File: config.mk
export PLATFORM = sky130hd
export DESIGN_NAME = debounce_bank_flat
export DESIGN_NICKNAME = d
export VERILOG_FILES = /design/src/rtl/debounce_pkg.sv /design/src/rtl/debounce_bank_if.sv /design/src/rtl/debounce_chan.sv /design/src/rtl/debounce_bank.sv /design/src/flat_wrapper.sv
export SDC_FILE = /design/constraint.sdc
export NUM_CORES = 1
export LEC_CHECK = 0
export CORE_MARGIN = 3
export CORE_UTILIZATION = 24
export DETAILED_ROUTE_END_ITERATION = 6
export PLACE_DENSITY_LB_ADDON = 0.1
export SETUP_SLACK_MARGIN = 0.15
export SYNTH_ARGS = -nofsm -noshare
export SYNTH_HDL_FRONTEND = slang
export SYNTH_SLANG_ARGS = --single-unit
File: constraint.sdc
create_clock -name clkDis -period 1.75 [get_ports clkDis]
set_input_delay 0.2625 -clock clkDis [delete_from_list [all_inputs] [get_ports clkDis]]
set_output_delay 0.2625 -clock clkDis [all_outputs]
set_load 0.005 [all_outputs]
File: src/rtl/debounce_pkg.sv
// Shared defaults and width helpers for the push-button debounce bank.
package debounce_pkg;

    localparam int unsigned DEF_N_CH         = 4;
    localparam int unsigned DEF_STABLE_CNT   = 3;
    localparam int unsigned DEF_REPEAT_DELAY = 8;
    localparam int unsigned DEF_REPEAT_RATE  = 4;

    // Ceiling log2; clog2(1) = 0, so callers pass (max value + 1).
    function automatic int unsigned clog2(input int unsigned value);
        int unsigned w;
        w = 0;
        while ((32'd1 << w) < value) w++;
        return w;
    endfunction

    function automatic int unsigned maxu(input int unsigned a, input int unsigned b);
        return (a > b) ? a : b;
    endfunction

endpackage

File: src/rtl/debounce_bank_if.sv
// Button bus between board pins / control FSM and the debounce bank.
interface debounce_bank_if
    import debounce_pkg::*;
#(
    parameter int unsigned N_CH = DEF_N_CH
);
    logic            sample_en;
    logic [N_CH-1:0] btn_raw;
    logic [N_CH-1:0] repeat_en;
    logic [N_CH-1:0] btn_level;
    logic [N_CH-1:0] btn_rise;
    logic [N_CH-1:0] btn_fall;
    logic [N_CH-1:0] btn_press;

    modport master (
        output sample_en, btn_raw, repeat_en,
        input  btn_level, btn_rise, btn_fall, btn_press
    );

    modport slave (
        input  sample_en, btn_raw, repeat_en,
        output btn_level, btn_rise, btn_fall, btn_press
    );
endinterface

File: src/rtl/debounce_chan.sv
// One button channel: 2-flop synchroniser, stability filter, edge pulses, auto-repeat.
module debounce_chan
    import debounce_pkg::*;
#(
    parameter int unsigned STABLE_CNT   = DEF_STABLE_CNT,
    parameter int unsigned REPEAT_DELAY = DEF_REPEAT_DELAY,
    parameter int unsigned REPEAT_RATE  = DEF_REPEAT_RATE
) (
    input  logic clkDis,
    input  logic rst,
    input  logic sampleEn,
    input  logic btnRaw,
    input  logic repeatEn,
    output logic btnLevel,
    output logic btnRise,
    output logic btnFall,
    output logic btnPress
);
    localparam int unsigned CW = clog2(STABLE_CNT + 1);
    localparam int unsigned HW = clog2(maxu(REPEAT_DELAY, REPEAT_RATE) + 1);
    localparam logic [CW-1:0] CNT_LAST = CW'(STABLE_CNT - 1);
    localparam logic [HW-1:0] DELAY_T  = HW'(REPEAT_DELAY);
    localparam logic [HW-1:0] RATE_T   = HW'(REPEAT_RATE);

    logic          syncA, syncB;
    logic [CW-1:0] stab;
    logic [HW-1:0] hold;
    logic          repeated;
    logic          flip, holdActive, repeatHit;
    logic [HW-1:0] holdNext;

    // A level flip this edge also suppresses the hold logic, so a release never repeats.
    always_comb begin
        flip       = sampleEn && (syncB != btnLevel) && (stab == CNT_LAST);
        holdActive = btnLevel && repeatEn && !flip;
        holdNext   = hold + HW'(1);
        repeatHit  = holdActive && sampleEn && (holdNext == (repeated ? RATE_T : DELAY_T));
    end

    always_ff @(posedge clkDis) begin
        if (rst) begin
            syncA    <= 1'b0;
            syncB    <= 1'b0;
            stab     <= '0;
            btnLevel <= 1'b0;
            btnRise  <= 1'b0;
            btnFall  <= 1'b0;
            btnPress <= 1'b0;
            hold     <= '0;
            repeated <= 1'b0;
        end else begin
            syncA <= btnRaw;
            syncB <= syncA;

            if (sampleEn) begin
                if (syncB == btnLevel) begin
                    stab <= '0;
                end else if (stab == CNT_LAST) begin
                    btnLevel <= ~btnLevel;
                    stab     <= '0;
                end else begin
                    stab <= stab + CW'(1);
                end
            end

            btnRise  <= flip && !btnLevel;
            btnFall  <= flip && btnLevel;
            btnPress <= (flip && !btnLevel) || repeatHit;

            if (!holdActive) begin
                hold     <= '0;
                repeated <= 1'b0;
            end else if (sampleEn) begin
                if (repeatHit) begin
                    hold     <= '0;
                    repeated <= 1'b1;
                end else begin
                    hold <= holdNext;
                end
            end
        end
    end

endmodule

File: src/rtl/debounce_bank.sv
// N_CH independent debounced buttons on clkDis; bus width must match N_CH.
module debounce_bank
    import debounce_pkg::*;
#(
    parameter int unsigned N_CH         = DEF_N_CH,
    parameter int unsigned STABLE_CNT   = DEF_STABLE_CNT,
    parameter int unsigned REPEAT_DELAY = DEF_REPEAT_DELAY,
    parameter int unsigned REPEAT_RATE  = DEF_REPEAT_RATE
) (
    input logic             clkDis,
    input logic             rst,
    debounce_bank_if.slave  bus
);

    for (genvar i = 0; i < N_CH; i++) begin : gChan
        debounce_chan #(
            .STABLE_CNT   (STABLE_CNT),
            .REPEAT_DELAY (REPEAT_DELAY),
            .REPEAT_RATE  (REPEAT_RATE)
        ) uChan (
            .clkDis   (clkDis),
            .rst      (rst),
            .sampleEn (bus.sample_en),
            .btnRaw   (bus.btn_raw[i]),
            .repeatEn (bus.repeat_en[i]),
            .btnLevel (bus.btn_level[i]),
            .btnRise  (bus.btn_rise[i]),
            .btnFall  (bus.btn_fall[i]),
            .btnPress (bus.btn_press[i])
        );
    end

endmodule

File: src/flat_wrapper.sv
// flat-port wrapper written by rule: the top's interface ports become plain ports
module debounce_bank_flat import debounce_pkg::*;
#(
    parameter int unsigned N_CH         = DEF_N_CH,
    parameter int unsigned STABLE_CNT   = DEF_STABLE_CNT,
    parameter int unsigned REPEAT_DELAY = DEF_REPEAT_DELAY,
    parameter int unsigned REPEAT_RATE  = DEF_REPEAT_RATE
)
  (clkDis, rst, bus_sample_en, bus_btn_raw, bus_repeat_en, bus_btn_level, bus_btn_rise, bus_btn_fall, bus_btn_press);
  debounce_bank_if #(.N_CH(N_CH)) bus_i ();
  input logic clkDis;
  input logic rst;
  input wire logic [$bits(bus_i.sample_en)-1:0] bus_sample_en;
  input wire logic [$bits(bus_i.btn_raw)-1:0] bus_btn_raw;
  input wire logic [$bits(bus_i.repeat_en)-1:0] bus_repeat_en;
  output wire logic [$bits(bus_i.btn_level)-1:0] bus_btn_level;
  output wire logic [$bits(bus_i.btn_rise)-1:0] bus_btn_rise;
  output wire logic [$bits(bus_i.btn_fall)-1:0] bus_btn_fall;
  output wire logic [$bits(bus_i.btn_press)-1:0] bus_btn_press;
  assign bus_i.sample_en = bus_sample_en;
  assign bus_i.btn_raw = bus_btn_raw;
  assign bus_i.repeat_en = bus_repeat_en;
  assign bus_btn_level = bus_i.btn_level;
  assign bus_btn_rise = bus_i.btn_rise;
  assign bus_btn_fall = bus_i.btn_fall;
  assign bus_btn_press = bus_i.btn_press;
  debounce_bank #(.N_CH(N_CH), .STABLE_CNT(STABLE_CNT), .REPEAT_DELAY(REPEAT_DELAY), .REPEAT_RATE(REPEAT_RATE)) u_core (.clkDis(clkDis), .rst(rst), .bus(bus_i));
endmodule
# Word-level counts from Yosys, hierarchy flattened
# Cells that the tools add are included.
dict set report op_classes {
  add_sub_neg 8
  mul 0
  div 0
  order_cmp 0
  eq_ne 16
  n_shift 0
  n_mux 16
  bitwise 12
  reduce_logical 56
}
# cell count
set op_table {}
lappend op_table {{$logic_and A1 B1 Y1} 32}
lappend op_table {{$mux W4} 8}
lappend op_table {{$add A4 B1 Y4 const B} 4}
lappend op_table {{$eq A4 B4 Y1} 4}
lappend op_table {{$mux W2} 8}
lappend op_table {{$not A1 Y1} 12}
lappend op_table {{$reduce_and A3 Y1} 4}
lappend op_table {{$add A2 B1 Y2 const B} 4}
lappend op_table {{$eq A2 B2 Y1 const B} 4}
lappend op_table {{$logic_not A1 Y1} 8}
lappend op_table {{$reduce_and A2 Y1} 4}
lappend op_table {{$reduce_or A2 Y1} 4}
lappend op_table {{$eq A1 B1 Y1} 4}
lappend op_table {{$logic_or A1 B1 Y1} 4}
lappend op_table {{$ne A1 B1 Y1} 4}
dict set report totals {
  reg_bits 52
  latchBits 0
  mem_bits_rw 0
  mem_bits_ro 0
  input_bits 11
  output_inout_bits 16
  wordCells 144
  mem_count 0
}

# Longest topological paths before layout
dict set report logic_depth {
  ltp_word 8
  depth_mapped 6
  depth_no_buf 5
}

# By module
# From an unflattened synthesis, not the netlist that was laid out.
dict set report hier_totals {
  cells_unflattened 244
  hier_area_um2 2342.2
}
# mod instances cells_each area_each_um2 seq_area_each_um2
set by_module_without_submodules {}
lappend by_module_without_submodules {debounce_chan 4 61 585.6 260.2}

# Worst setup path before layout
# Ideal clock, no wire load.
dict set report synth_path {
  kind {reg-to-reg}
  start {register u_core.gChan[0].uChan.hold[0]}
  end {register u_core.gChan[0].uChan.hold[3]}
  t_arrival_ns 1.359
  required_time_ns 1.624
  path_slack_ns 0.265
  stages_incl_launch_ff 6
  n_path_buf 0
  synth_period_minus_slack_ns 1.485
  cell_sequence {dfxtp_1 -> ha_1 -> nor4bb_1 -> nor4_4 -> a31oi_1 -> a31oi_1}
}
dict set report synth_via {
  elab_chain_cells 4
}
# item line_no
set synth_rtl {}
lappend synth_rtl {{start: declaration} debounce_chan.sv:27} ;# logic [HW-1:0] hold;
lappend synth_rtl {{start signal: assignment} debounce_chan.sv:78} ;# hold <= holdNext;
lappend synth_rtl {{$add A4 B1 Y4 *} debounce_chan.sv:36} ;# holdNext = hold + HW'(1);
lappend synth_rtl {{$eq A4 B4 Y1} debounce_chan.sv:37} ;# repeatHit = holdActive && sampleEn && (holdNext == (repeated ? RATE_T : DELAY_T));
lappend synth_rtl {{$logic_and A1 B1 Y1} debounce_chan.sv:37}
lappend synth_rtl {{$mux W4 *} debounce_chan.sv:74} ;# if (repeatHit) begin
# Every way passes the cells marked *; elsewhere a longest branch is shown, timed or not.
# A chain may end at the register's enable or synchronous reset.

# Worst setup path after layout
dict set report layout_path {
  start {register u_core.gChan[3].uChan.btnLevel}
  end {output bus_btn_level[3]}
}
# item line_no
set layout_lines {}
lappend layout_lines {{start: declaration} debounce_chan.sv:14} ;# output logic btnLevel,
lappend layout_lines {{start signal: assignment} debounce_chan.sv:59} ;# btnLevel <= ~btnLevel;
lappend layout_lines {{end: declaration} flat_wrapper.sv:16} ;# output wire logic [$bits(bus_i.btn_level)-1:0] bus_btn_level;
# No word-level cell between the ends.

==> results.md <==
* Commonest non-fill, non-tap cell in the layout: dfxtp_1
* Worst hold path depth at 1
* Worst R2R Start: u_core.gChan[2].uChan.hold[1]
* Sequential cell area at 1050 um2
* H-tree depth at 2
* First-pass GRT wire length at 9.03 mm
* Post-synth EDFFs at 0
* GPL Wtd Cong at 0.696
* Root buf cell: clkbuf_8
* Pre-CTS setup slack at -209 ps
* Cts bufs inserted at 5
* Number of detailed-route iterations in the first pass at 4
* Worst EP arrival at 1240 ps
* Slew HR at 70.0%
* Placed cell areas at 2940 um2
* Fmax at 0.666 GHz
* Detail Route Antenna Nets at 0
* Internal power at 1.58 mW
* Final Critical Period at 1500 ps
* Worst clock skew at 10.8 ps
* Port Buffer Count at 26
* # Post-CTS Setup Buffers at 0
* Synth Net Count at 279
* Starting density of the core at 25.2%
* CP max-delay cell: clkdlybuf4s50_1
* Via/cell ratio at 4.42
* Filler-free cell count of the finished design at 428
* Post-layout util at 30.5%
* Ys Warns at 0
* Clk buf depth at 2
* Pleak at 1.05 nW
* Placed Instances at 420
* HPWL after DPL at 3.80 mm
* # DRC at 0
* Vias in the first global route at 1876
* CTS clk-pin slew, worst paths at 90 ps
* Core ar. at 10000 um2
* Setup Crit Path Kind: reg -> out
* DRT Wirelength at 5.27 mm
* CP Capture Type: output port
* Largest net degree at the start of global routing at 17
* Clk_lat worst skew at 310 ps
* Maxcap violations at 0
* Worst hold path class: reg -> reg
* Max Slew Vio Count at 0
* Die X at 108 um
* Worst-Margin Slew at 446 ps
* Hold path startpoint: u_core.gChan[2].uChan.syncA
* Commonest non-fill, non-tap cells in the layout: dfxtp_1, clkdlybuf4s50_1, nand2b_1, buf_4, a21oi_1
* Synth-to-layout area growth at 21.1%
* Syn Inst Count at 264
* Total power at 2.06 mW
* Syn Area/Cell at 9.55 um2
* FF-to-FF path depth at 5
* Top FF cell, synth: dfxtp_1
* Register area share after synthesis at 41.3%
* Sw Ratio at 23.4%
* DRT iter0 DRCs at 50
* GRT Util Overall at 9.60%
* Initial antenna violation count at 0
* Filler cells at 1082
* Area of the multi-input gates at 1300 um2
* Post-Syn Area at 2520 um2
* TritonCTS clock tree: yes
* Ports at 27
* Synth cell types at 50
* Sequential power share at 58.4%
* Max VDD drop at 0.000308 V
* Nets@finish at 309
* CP Cell Sequence: clkdlybuf4s50_1
* Gate power share at 5.5%
* Fraction of registers with async set or reset after synthesis at 0%
* Net load switching power at 0.483 mW
* Hold Slack at 445 ps
* RR Endpoint: u_core.gChan[2].uChan.hold[0]
* Layout cells sized above 1 at 16.6%
* Worst reg2reg setup slack at 270 ps
* Final worst slack at 249 ps
* Worst path bufs/invs at 1
* CP required at 1490 ps
* Worst Hold End: u_core.gChan[2].uChan.syncB
* Setup_tns at 0 ps
* Pwr dens at 675 nW/um2
* Clock Sinks at 52
* Vias at 1890
* Final instance area at 3050 um2
* Std cell rows at 36
* # setup viols final at 0
* Final Hold Viols at 0
* Startpoint Class: flip-flop
* Crit-path max FO at 5
* Die area at 11800 um2
* Die height at 108 um
* Status: complete, no violations
* FF+latch count, synth at 52
* Clock power frac at 36.2%
* Max stage delay on crit path at 530 ps
* Final worst path period share at 85.8%
* Gr ovfl total at 0
* RSZ-0062 raised after global routing: true
* Cts hold-fix bufs at 0
* Crit path max-delay family: buffers and inverters
* ANT cells at 0
* WL per Instance at 12.3 um
## metal layers
metal | global-route usage [%] | vias to the layer above | routed length (um)
met5 | 0 | - | 0
met4 | 3.34 | 0 | 77
met3 | 2.39 | 8 | 189
met2 | 15.0 | 27 | 2250
met1 | 12.9 | 854 | 2750
li1 | - | 1001 | -
## flip-flops by register name, summed over array words and instances (netlist names)
| name | cells |
|---|---|
| u_core.gChan.uChan.btnFall | 4 |
| u_core.gChan.uChan.btnLevel | 4 |
| u_core.gChan.uChan.repeated | 4 |
| u_core.gChan.uChan.syncA | 4 |
| u_core.gChan.uChan.hold | 16 |
| u_core.gChan.uChan.btnPress | 4 |
| u_core.gChan.uChan.btnRise | 4 |
| u_core.gChan.uChan.stab | 8 |
| u_core.gChan.uChan.syncB | 4 |
## layout make-up
type	instances	share of cell area, %
well taps	133	5.45
clock inverters	2	0.492
clock buffers	6	2.71
repair buffers	48	13.9
flip-flops and latches	52	34.3
inverters	4	0.492
multi-input cells	183	42.7
## cells by family (layout without fill, tap and decap cells)
group                    after synthesis  after routing  synth area share, %
flip-flops                            52             52                 41.3
adder cells (fa/ha/maj)                4              4                 1.99
AND/OR/NAND/NOR                      115            115                 30.2
buffers and inverters                 29             60                 7.50
AO/OA/AOI/OAI                         53             53                 14.7
multiplexers                           8              8                 3.18
XOR/XNOR                               3              3                 1.04
## cell usage after synthesis, types with 3 or more instances
| library cell | n | area [um2] |
|---|---|---|
| dfxtp_1 | 52 | 1040 |
| nand2b_1 | 22 | 138 |
| a21oi_1 | 19 | 95.1 |
| buf_4 | 16 | 120 |
| nand2_1 | 14 | 52.6 |
| nor2b_1 | 12 | 75.1 |
| nor3_1 | 12 | 60.1 |
| nor2_1 | 11 | 41.3 |
| nand3b_1 | 9 | 67.6 |
| mux2i_1 | 8 | 80.1 |
| nand3_1 | 6 | 30.0 |
| o2111ai_1 | 6 | 52.6 |
| a21boi_0 | 4 | 30.0 |
| a31oi_1 | 4 | 25.0 |
| and3b_1 | 4 | 35.0 |
| buf_2 | 4 | 20.0 |
| ha_1 | 4 | 50.1 |
| inv_1 | 4 | 15.0 |
| clkbuf_1 | 3 | 11.3 |
| nor4bb_1 | 3 | 30.0 |
| o22ai_1 | 3 | 18.8 |
| or3_1 | 3 | 18.8 |
| xnor2_1 | 3 | 26.3 |
## worst max-delay path by stage
stage                                      to                           start  cells past startpoint  slack [ps]
6_report                     bus_btn_level[3]  u_core.gChan[3].uChan.btnLevel                      1         250
5_1_grt         u_core.gChan[2].uChan.hold[0]   u_core.gChan[2].uChan.stab[1]                      4         140
4_1_cts                      bus_btn_level[2]  u_core.gChan[2].uChan.btnLevel                      1         180
3_5_place_dp    u_core.gChan[0].uChan.hold[0]                   bus_sample_en                      6        -210
3_3_place_gp   u_core.gChan[2].uChan.btnPress                   bus_sample_en                      5        -180
2_1_floorplan   u_core.gChan[0].uChan.hold[3]   u_core.gChan[0].uChan.hold[0]                      5         260
## power groups by stage
| stage | Clock [mW] | Sequential (mW) | Combinational [mW] |
|---|---|---|---|
| 3_3_place_gp | 0 | 1.23 | 0.116 |
| 6_report | 0.745 | 1.20 | 0.113 |
| 4_1_cts | 0.801 | 1.20 | 0.116 |
| 5_1_grt | 0.849 | 1.20 | 0.125 |
| 3_5_place_dp | 0 | 1.23 | 0.116 |
| 2_1_floorplan | 0 | 1.23 | 0.0608 |
## timing repair
item                       4_1_cts  5_1_grt
pin swaps                        0        0
setup endpoints to repair        3        6
resized for setup                2        6
hold endpoints to repair         0        0
Power figures use the tool's default switching activity.
